`src/rtl/cpu_clock_ctrl.sv`:
```
// cpu_clock_ctrl - run/halt/single-step controller for the CPU clock.
// Divides clk_in by a runtime-loadable divisor into a square clk_out plus a
// one-cycle clk_en strobe per CPU period. Halting and stepping only happen on
// whole-period boundaries, so the CPU never sees a truncated phase.
// Optional feature macro: CPU_CLOCK_CYCLE_COUNT_EN adds a 32-bit cycle_count
// output that counts clk_en strobes.
module cpu_clock_ctrl #(
  parameter int unsigned DIVISOR = 32'd10_000_000,
  parameter int          DIV_W   = 28
) (
  input  logic             clk_in,
  input  logic             rst,
  input  logic [1:0]       mode,
  input  logic             step_req,
  input  logic             div_wr,
  input  logic [DIV_W-1:0] div_data,
  output logic             div_busy,
  output logic             clk_out,
  output logic             clk_en,
  output logic             halted
`ifdef CPU_CLOCK_CYCLE_COUNT_EN
  ,
  output logic [31:0]      cycle_count
`endif
);

  localparam logic [1:0]       MODE_RUN  = 2'b01;
  localparam logic [1:0]       MODE_STEP = 2'b10;
  localparam logic [DIV_W-1:0] DIV_MIN   = DIV_W'(2);
  localparam logic [DIV_W-1:0] DIV_RESET = (DIVISOR < 2) ? DIV_MIN : DIV_W'(DIVISOR);

  typedef enum logic [1:0] {
    S_HALTED   = 2'd0,
    S_RUNNING  = 2'd1,
    S_STEPPING = 2'd2
  } state_t;

  state_t           state_q;
  state_t           state_d;
  logic [DIV_W-1:0] cnt_q;
  logic [DIV_W-1:0] cnt_d;
  logic [DIV_W-1:0] div_q;
  logic [DIV_W-1:0] div_d;
  logic [DIV_W-1:0] pend_q;
  logic [DIV_W-1:0] pend_d;
  logic             pend_vld_q;
  logic             pend_vld_d;
  logic             step_prev_q;
  logic             clk_out_d;
  logic             clk_en_d;

  logic             active;
  logic             step_rise;
  logic             at_boundary;
  logic [DIV_W-1:0] wr_val;

  // Shared decode: active period, step edge, last cycle of a period, clamped write value.
  assign active      = (state_q != S_HALTED);
  assign step_rise   = step_req & ~step_prev_q;
  assign at_boundary = active && (cnt_q == (div_q - DIV_W'(1)));
  assign wr_val      = (div_data < DIV_MIN) ? DIV_MIN : div_data;

  assign div_busy = pend_vld_q;
  assign halted   = (state_q == S_HALTED);

  // State register plus period counter, divisor and step-edge history.
  always_ff @(posedge clk_in or posedge rst) begin
    if (rst) begin
      state_q     <= S_HALTED;
      cnt_q       <= '0;
      div_q       <= DIV_RESET;
      pend_q      <= '0;
      pend_vld_q  <= 1'b0;
      step_prev_q <= 1'b0;
    end else begin
      state_q     <= state_d;
      cnt_q       <= cnt_d;
      div_q       <= div_d;
      pend_q      <= pend_d;
      pend_vld_q  <= pend_vld_d;
      step_prev_q <= step_req;
    end
  end

  // Next state: leave HALTED on RUN or a STEP edge; return only at a period boundary.
  always_comb begin
    state_d = state_q;
    case (state_q)
      S_HALTED: begin
        if (mode == MODE_RUN) begin
          state_d = S_RUNNING;
        end else if ((mode == MODE_STEP) && step_rise) begin
          state_d = S_STEPPING;
        end
      end
      S_RUNNING: begin
        if (at_boundary && (mode != MODE_RUN)) begin
          state_d = S_HALTED;
        end
      end
      S_STEPPING: begin
        if (at_boundary) begin
          state_d = S_HALTED;
        end
      end
      default: state_d = S_HALTED;
    endcase
  end

  // Period counter: held at zero while halted, wraps to zero at each boundary.
  always_comb begin
    cnt_d = cnt_q + DIV_W'(1);
    if (!active || at_boundary) begin
      cnt_d = '0;
    end
  end

  // Divisor update: immediate while halted, otherwise parked until the next boundary.
  always_comb begin
    div_d      = div_q;
    pend_d     = pend_q;
    pend_vld_d = pend_vld_q;
    if (!active) begin
      if (div_wr) begin
        div_d      = wr_val;
        pend_vld_d = 1'b0;
      end else if (pend_vld_q) begin
        div_d      = pend_q;
        pend_vld_d = 1'b0;
      end
    end else if (div_wr) begin
      pend_d     = wr_val;
      pend_vld_d = 1'b1;
    end else if (at_boundary && pend_vld_q) begin
      div_d      = pend_q;
      pend_vld_d = 1'b0;
    end
  end

  // Output decode from the upcoming count so clk_out/clk_en can be registered.
  always_comb begin
    clk_out_d = (state_d != S_HALTED) && (cnt_d < (div_d >> 1));
    clk_en_d  = (state_d != S_HALTED) && (cnt_d == '0);
  end

  // Registered clock outputs, cleared asynchronously by reset.
  always_ff @(posedge clk_in or posedge rst) begin
    if (rst) begin
      clk_out <= 1'b0;
      clk_en  <= 1'b0;
    end else begin
      clk_out <= clk_out_d;
      clk_en  <= clk_en_d;
    end
  end

`ifdef CPU_CLOCK_CYCLE_COUNT_EN
  // Free-running count of CPU cycles, one per clk_en strobe, wrapping at 2^32.
  always_ff @(posedge clk_in or posedge rst) begin
    if (rst) begin
      cycle_count <= '0;
    end else if (clk_en) begin
      cycle_count <= cycle_count + 32'd1;
    end
  end
`else
  // No cycle counter in this build.
`endif

endmodule
```
`config.mk`:
```
export PLATFORM = sky130hd
export DESIGN_NAME = cpu_clock_ctrl
export DESIGN_NICKNAME = d
export VERILOG_FILES = /design/src/rtl/cpu_clock_ctrl.sv
export SDC_FILE = /design/constraint.sdc
export NUM_CORES = 1
export LEC_CHECK = 0
export CORE_UTILIZATION = 35
export CTS_CLUSTER_DIAMETER = 80
export DETAILED_ROUTE_END_ITERATION = 8
export PLACE_DENSITY = 0.57
export SLEW_MARGIN = 5
export SYNTH_ARGS = -nofsm -noshare
export SYNTH_HDL_FRONTEND = slang
export SYNTH_SLANG_ARGS = --single-unit
export TNS_END_PERCENT = 100
```
`constraint.sdc`:
```
create_clock -name clk_in -period 16 [get_ports clk_in]
set_input_delay 1.6 -clock clk_in [delete_from_list [all_inputs] [get_ports clk_in]]
set_output_delay 1.6 -clock clk_in [all_outputs]
set_load 0.005 [all_outputs]
```
==> run summary, run 1 <==
The number of nets in the synthesized netlist is 843. In this run, synthesis produced a sequential element count of 90. The worst flop-to-flop path startpoint is div_q[0]$_DFFE_PP0P_. The share of the core filled with cells is 40.0%. In this run the static leakage power is 0.00334 uW. Sorting the synthesized cells by area gives the leading types as sky130_fd_sc_hd__dfrtp_1, sky130_fd_sc_hd__nor2_1, sky130_fd_sc_hd__mux2i_1. The cell area power density is 110 nW/um2. Counting flops with a built-in enable in the synthesized netlist gives 0. The wire length of the first global-routing pass came out at 30000 um. The launch point of the worst hold path is state_q[0]$_DFF_PP0_. The number of I/O port buffers came out at 37. The overall power after layout came out at 828 uW. The final clock period utilization by the worst path is 37.8%.

The floorplan step defined a die boundary enclosing 19800 um2. The worst setup path is of the reg2reg kind. The area added between synthesis and finish is 11.6%.

The post-cts repair resize count is 0. The row count came out at 50. The area of the core came out at 18800 um2. The sequential fraction of design power is 41.9%. The fraction of the yosys area taken by sequential cells came out at 33.6%.

The total of warnings raised by yosys came out at 0. The initial antenna violation count is 0. Counting instances, the worst hold path has a depth of 1. The global placement routability congestion is 0.886.

The later pin in the worst-skew pair is clocked with a latency of 360 ps. The worst setup slack for register-to-register paths came out at 9940 ps. The sum of routed wire length over all layers is 18800 um. The overall global routing resource usage is 19.9%. The deepest level of the CTS H-tree is 3.

The final setup TNS came out at 0 ps. The layout net count is 846. The class of the tightest hold or removal check is reg2reg. The run finished with clean final reports. The most area-hungry cell type in the Yosys netlist is sky130_fd_sc_hd__dfrtp_1.

The worst setup path is launched from a flop. The required time at the endpoint of the critical path came out at 16280 ps. The part of the power in the clock network came out at 24.8%. The buffer count from post-CTS setup fixing came out at 0. Sorting the synthesized cells by how often they occur yields sky130_fd_sc_hd__nor2_1, sky130_fd_sc_hd__dfrtp_1, sky130_fd_sc_hd__mux2i_1. The number of antenna diodes in the final layout is 0. The chip width is 141 um. In this run, the combinational gates consume 33.3% of the power. Data on the critical path arrives at its endpoint at 6340 ps. The sink of the worst hold path is state_q[1]$_DFF_PP0_. The async set-reset flop share out of synthesis came out at 100%. Setup violations remaining at the end of the flow were counted as 0. The cell sitting at the root of the clock tree is a sky130_fd_sc_hd__clkbuf_16. The number of detailed-route iterations in the first pass is 4. The number of max-capacitance violations reported came out at 0. The fraction of power spent switching nets came out at 38.4%. The relative slew slack is 34.2%. The portion of synthesized cell area occupied by the leading cell type came out at 30.5%.

From bottom edge to top edge, the die measures 141 um. After layout, the minimum clock period comes to 6060 ps. In this run the remaining antenna-violating nets after routing total 0. The final count of hold timing violations is 0. sky130_fd_sc_hd__nor2_1 is the most common cell in the netlist.

The maximum clock skew at final layout is 8.23 ps. The clock tree buffer depth came out at 2. After detailed routing, the average wire length per cell comes to 18.4 um. Of the cells placed in the final design, the portion with a size suffix greater than 1 is 12.9%. The number of cell instances on the worst register-to-register path is 24. After global routing the overflow that remains totals 0.

The internal power of the cells totals 510 uW. The number of buffers inserted for hold repair after clock tree synthesis came out at 0. The area of all placed cells without fillers is 7510 um2. The final count of pins violating max slew came out at 0.

For the pin with the worst max-slew slack, the measured transition is 987 ps. The detailed placer's ending HPWL is 13900 um. The highest ir drop seen on vdd came out at 0.0000480 V. In the synthesized netlist the dominant register cell turns out to be sky130_fd_sc_hd__dfrtp_1. STA classifies the critical path endpoint as a flop. The number of distinct standard cells referenced by the synthesized netlist came out at 66. The switching power came out at 318 uW. The routed via count came out at 5718.

Clock tree synthesis inserted a total of 9 buffers. The number of DRC violations after detailed-routing iteration 0 is 328. The number of global-route vias before repair is 5291. TritonCTS built the clock tree. The I/O pin count is 38. Each instance of the synthesized netlist takes up on average 8.63 um2.

The clock sink count is 90. The reg-to-reg critical path endpoint is clk_out$_DFF_PP0_. After detailed routing, the number of remaining DRC violations is 0. Synthesis handed over a netlist of 781 instances. The netlist area before placement came out at 6740 um2. Entering global routing, the biggest net connects 75 pins.

After clock tree synthesis, the clock-pin slew on the worst setup and hold paths is 70 ps. The fmax came out at 0.165 GHz. Setup repair after global routing left no endpoint under its margin.

The via-per-instance ratio is 5.59. The largest fanout of any net on the critical path came out at 18. Summing all placed instances gives a cell area of 7240 um2. The starting density of the core came out at 35.9%.
## cells in the final DEF (no fill, tap or decap), drive strengths merged, types with 3 or more instances in the layout
cell type / count
nand4: 16
a21o: 16
or2: 32
o211ai: 4
o21a: 5
nand2: 27
and3: 10
o41ai: 3
a21oi: 39
clkbuf: 10
clkdlybuf4s50: 36
mux2i: 55
nor2: 152
and2: 3
and4: 5
dfstp: 8
o21ai: 14
mux2: 26
nor4: 24
or4: 7
dfrtp: 82
o31ai: 4
xor2: 32
ha: 28
or3: 11
nand3: 23
buf: 11
inv: 15
a211oi: 4
o2111ai: 3
clkinv: 3
nor3: 20
a31oi: 4
xnor2: 29
## metrics by stage
step                      hold WS (ps)  instances  worst slack, ps
after global routing               518       1023             9470
after floorplan                    451        781            10730
after detailed placement           481       1007            10060
final                              490       1023             9940
after CTS                          495       1023            10040
after global placement             478       1007            10150
## worst max-delay path by stage
stage                         start                 to  slack, ps  cells past startpoint
2_1_floorplan  div_q[0]$_DFFE_PP0P_  clk_out$_DFF_PP0_      10730                     26
3_3_place_gp   div_q[0]$_DFFE_PP0P_  clk_out$_DFF_PP0_      10150                     24
3_5_place_dp   div_q[0]$_DFFE_PP0P_  clk_out$_DFF_PP0_      10060                     24
4_1_cts        div_q[0]$_DFFE_PP0P_  clk_out$_DFF_PP0_      10040                     24
5_1_grt        div_q[0]$_DFFE_PP0P_  clk_out$_DFF_PP0_       9470                     24
6_report       div_q[0]$_DFFE_PP0P_  clk_out$_DFF_PP0_       9940                     24
## layer usage
metal  part of all wire [%]  routed length (um)  global-route usage [%]  vias up
li1                       -                   -                       -     2787
met1                     49                9300                    28.8     2746
met2                     43                8110                    28.9      160
met3                    5.2                 972                    3.91       25
met4                    2.4                 453                    7.84        0
met5                      0                   0                       0        -
## cell families (layout without fill, tap and decap cells)
kind of cell             count (synthesis)  after routing  synth area share [%]
multiplexers                            81             81                  12.5
AND/OR/NAND/NOR                        343            343                  25.7
AO/OA/AOI/OAI                          110            110                  10.7
buffers and inverters                   68             76                  4.38
XOR/XNOR                                61             61                  7.93
adder cells (fa/ha/maj)                 28             28                  5.20
flip-flops                              90             90                  33.6
## area by class of cell
class	count	area (um2)
clock buffer	10	239
clock inverter	6	40.0
fill	1905	11300
inverter	13	51.3
multi-input combinational	623	4190
sequential	90	2260
tap	234	293
timing repair buffer	47	440
## power by group through the flow
stage	Sequential, uW	Clock (uW)	Combinational, uW
floorplan	297	0	241
global placement	349	0	273
detailed placement	348	0	272
CTS	344	213	275
global route	353	222	308
finish	347	206	276
## critical path, cell delays in order (launching register included)
cell                        delay [ps]
sky130_fd_sc_hd__dfrtp_1           430
sky130_fd_sc_hd__inv_1             100
sky130_fd_sc_hd__ha_1              230
sky130_fd_sc_hd__or3b_1            490
sky130_fd_sc_hd__o41ai_1           390
sky130_fd_sc_hd__nor4b_1           310
sky130_fd_sc_hd__a311oi_1          100
sky130_fd_sc_hd__nor4_1            330
sky130_fd_sc_hd__o2111ai_1         250
sky130_fd_sc_hd__nor4_2            320
sky130_fd_sc_hd__buf_4             390
sky130_fd_sc_hd__mux2i_1           230
sky130_fd_sc_hd__nor2_1             60
sky130_fd_sc_hd__nor2_1            120
sky130_fd_sc_hd__ha_1              250
sky130_fd_sc_hd__a21o_1            160
sky130_fd_sc_hd__a21o_1            160
sky130_fd_sc_hd__a21o_1            170
sky130_fd_sc_hd__a21o_1            170
sky130_fd_sc_hd__a21o_1            170
sky130_fd_sc_hd__a221o_1           340
sky130_fd_sc_hd__a21oi_1           250
sky130_fd_sc_hd__o221ai_1          140
sky130_fd_sc_hd__a311o_1           290
sky130_fd_sc_hd__a21oi_1           110
## sequential cells by signal, summed over array words and instances (netlist names)
register / flops
div_busy: 1
div_q: 28
clk_out: 1
clk_en: 1
state_q: 2
pend_q: 28
cnt_q: 28
step_prev_q: 1
Power figures use the tool's default switching activity.
==> inputs of run 2 (changes only) <==
- PLACE_DENSITY: 0.57 -> 0.59
- clock period: 16 -> 5 ns (I/O delays scaled with it)
==> run 2 against run 1 <==
The flow now finishes with violations (negative setup slack). Clock skew fell by 0.69 ps. Die area unchanged. Sequential share of layout area down 2.6 points. Register-to-register slack worse by 10000 ps. Fmax is 16% higher. Final cell count grew 7.0%. Setup slack got worse by 10000 ps. Worst hold slack gained 4.5 ps. Flip-flop and latch count did not move. Global-route usage grew 1.4 points. Wire length up 5.6%. Highest routed layer unchanged.
==> run summary, run 2 (synthesis gave the netlist of run 1 again) <==
The flow ran to the end, but the final reports show violations. The final reports fail on negative setup slack. The share of final-layout standard cells stronger than drive strength 1 is 22.4% (+9.5 points).

The internal cell power came out at 1800 uW (+250%). The deepest level of the CTS H-tree came out at 3 (unchanged). The sequential fraction of design power is 33.8% (-8.1 points). The required time at the endpoint of the critical path is 5280 ps (-11000 ps). Leaving out fill and tap cells, the most frequent cell in the layout is sky130_fd_sc_hd__nor2_1. TritonCTS built the clock tree. The final count of hold timing violations was 0 (unchanged). The fraction of power spent switching nets is 38.3% (-0.10 points).

Compared with the post-synthesis result, the final layout area differs by 21.9%. The area of the multi-input gates came to 4320 um2 (+3.1%). The sum of routed wire length over all layers was 19900 um (+5.6%).

The chip width came to 141 um (unchanged). The row count is 50 (unchanged). The final clock period utilization by the worst path is 105% (+67 points). The worst setup path is captured at a flop. The final count of pins violating max slew came out at 0 (unchanged).

The largest net degree at the start of global routing came to 56 (-25%). The largest fanout of any net on the critical path is 4 (-14). The number of DRC violations after detailed-routing iteration 0 is 405 (+23%).

The worst-case setup margin in the final layout came out at -235 ps (-10180 ps). The leakage power is 0.00375 uW (+12%). The number of endpoints failing setup at the final stage came out at 1 (+1). The routed length per placed instance came out at 18.2 um (-1.3%).

The switching power came out at 1110 uW (+250%). The largest registers in the layout are cnt_q x28, div_q x28, pend_q x28. The highest ir drop seen on vdd was 0.000171 V (+260%). The height of the chip came out at 141 um (unchanged). The number of global-route vias before repair came out at 5811 (+9.8%). The remaining global-route overflow came out at 0 (unchanged). The part of the power in the clock network came out at 23.1% (-1.7 points).

The portion of total power attributed to combinational logic is 43.1% (+9.8 points). The overall global routing resource usage is 21.3% (+1.4 points). The number of detailed-route iterations in the first pass came out at 5 (+1). The class of the tightest hold or removal check is reg2reg.

The startpoint identified for the worst hold timing path is pend_q[0]$_DFFE_PP0P_. The detailed placer's ending HPWL came out at 15400 um (+11%). The diode insertion count for antenna repair is 0 (unchanged). The share of the core filled with cells came out at 43.7% (+3.7 points). The routed via count came out at 6033 (+5.5%).

The clock insertion delay at the later pin of the skew report came out at 360 ps (about the same). The minimum clock period is 5230 ps (-821 ps). The clock tree buffer depth came to 2 (unchanged). The number of antenna-violating nets in the routed design came out at 0 (unchanged). The full die area came out at 19800 um2 (unchanged). Setup repair after global routing could not meet its margin everywhere.

The cell area power density came out at 355 nW/um2 (+220%). The initial antenna violation count is 0 (unchanged). The library cells used most frequently in the layout, excluding fill and tap cells, are sky130_fd_sc_hd__nor2_1, sky130_fd_sc_hd__dfrtp_1, sky130_fd_sc_hd__buf_4, sky130_fd_sc_hd__mux2i_1, sky130_fd_sc_hd__a21oi_1. The critical path is of the reg2reg type. The signal on the critical path passes through or4_4 > o41ai_4 > nor4b_4 > a311oi_1 > nor4_2 > o2111ai_2 > nor4_4 > buf_4 > buf_4 > mux2i_1 > nor2_1 > nor2_2 > ha_1 > a21o_1 > a21o_1 > a21o_1 > a21o_1 > a21o_1 > a21o_1 > a21oi_1 > nor2_1 > a311o_1 > a21oi_1. The data arrival time at the worst-slack endpoint was 5520 ps (-820 ps). The critical path starts at div_q[4]$_DFF_PP0_. The cell that appears most often on the critical path is sky130_fd_sc_hd__a21o_1. The clock sink count is 90 (unchanged). The relative slew slack came out at 53.8% (+20 points). The number of cells in the design after placement is 1078 (+7.1%). The placed instance area is 7790 um2 (+7.7%). The fmax came out at 0.191 GHz (+16%). The root buffer cell chosen for the clock tree is sky130_fd_sc_hd__clkbuf_16.

The number of filler cells placed in the layout was 1873 (-1.7%). The number of I/O port buffers came to 37 (unchanged). The starting density of the core is 35.9% (unchanged).

The global placement routability congestion was 0.891 (+0.50%). Among all stages on the critical path, the largest delay is contributed by sky130_fd_sc_hd__or4_4. The layout net count is 918 (+8.5%). The wire length of the first global-routing pass came out at 32400 um (+7.9%).

The type of origin of the critical path is a flop. The number of CTS-inserted buffers is 9 (unchanged). The sequential cell area is 2260 um2 (unchanged). The largest stage delay on the critical path is 600 ps (+110 ps). The residual DRC count is 0 (unchanged). The maximum clock skew at final layout is 7.54 ps (-0.689 ps). The area of the core is 18800 um2 (unchanged). The number of standard cells in the final layout excluding fillers came out at 1095 (+7.0%). The number of max-capacitance violations reported was 0 (unchanged). The I/O pin count came out at 38 (unchanged). The area of all placed cells without fillers came out at 8210 um2 (+9.3%). The slew at the pin closest to its max-slew limit is 693 ps (-294 ps). The startpoint identified for the worst register-to-register timing path is div_q[4]$_DFF_PP0_. The clock edge transition at the registers on the reported setup and hold paths is 70 ps (about the same). The via-per-instance ratio was 5.51 (-1.4%).
-- run 2: area by class of cell --
cell class | count | share of cell area [%]
Clock inverter | 7 | 0.747
Clock buffer | 9 | 2.74
Inverter | 13 | 0.625
Timing Repair Buffer | 119 | 12.1
Multi-Input combinational cell | 623 | 52.6
Tap cell | 234 | 3.57
Sequential cell | 90 | 27.6
-- run 2: stage by stage --
stage	hold WS, ps	setup TNS (ps)	power [uW]	setup WS [ps]
after floorplan	451	-141	1730	-141
after global placement	465	-210	2200	-210
after detailed placement	480	-364	2200	-364
after CTS	495	-183	2920	-183
after global routing	524	-478	3100	-478
final	495	-235	2910	-235
-- run 2: worst max-delay path: cells and delay by family (launching register included) --
| family | cells | cell delay [ps] |
|---|---|---|
| buffers and inverters | 2 | 310 |
| AND/OR/NAND/NOR | 7 | 1680 |
| flip-flops | 1 | 420 |
| multiplexers | 1 | 190 |
| adder cells (fa/ha/maj) | 1 | 260 |
| AO/OA/AOI/OAI | 12 | 2300 |
-- run 2: metal layers --
metal  global-route usage, %  routed length [um]  up-vias
li1                        -                   -     2936
met1                    30.6                9770     2932
met2                    32.9                8920      142
met3                    2.41                 786       23
met4                    7.44                 414        0
met5                       0                   0        -
-- run 2: path summary, 6_finish.rpt --
check / depth (start not counted) / slack, ps / to
worst max-delay path: 23 / -230 / clk_out$_DFF_PP0_
worst min-delay path: 2 / 490 / pend_q[0]$_DFFE_PP0P_
worst max register to register: 23 / -230 / clk_out$_DFF_PP0_
worst min register to register: 2 / 490 / pend_q[0]$_DFFE_PP0P_
max in group asynchronous: 3 / 3410 / div_q[7]$_DFF_PP1_
min in group asynchronous: 2 / 610 / pend_q[20]$_DFFE_PP0P_
-- run 2: power by group through the flow --
stage	clock network, uW	logic (uW)	registers [uW]
detailed placement	0	1210	996
global route	718	1380	1000
floorplan	0	775	952
finish	673	1250	985
CTS	692	1240	985
global placement	0	1200	993
-- run 2: repair_timing --
item	CTS	global route
pin swaps	8	2
resized for setup	18	5
hold buffers	0	0
buffers inserted	1	0
setup endpoints to repair	1	1
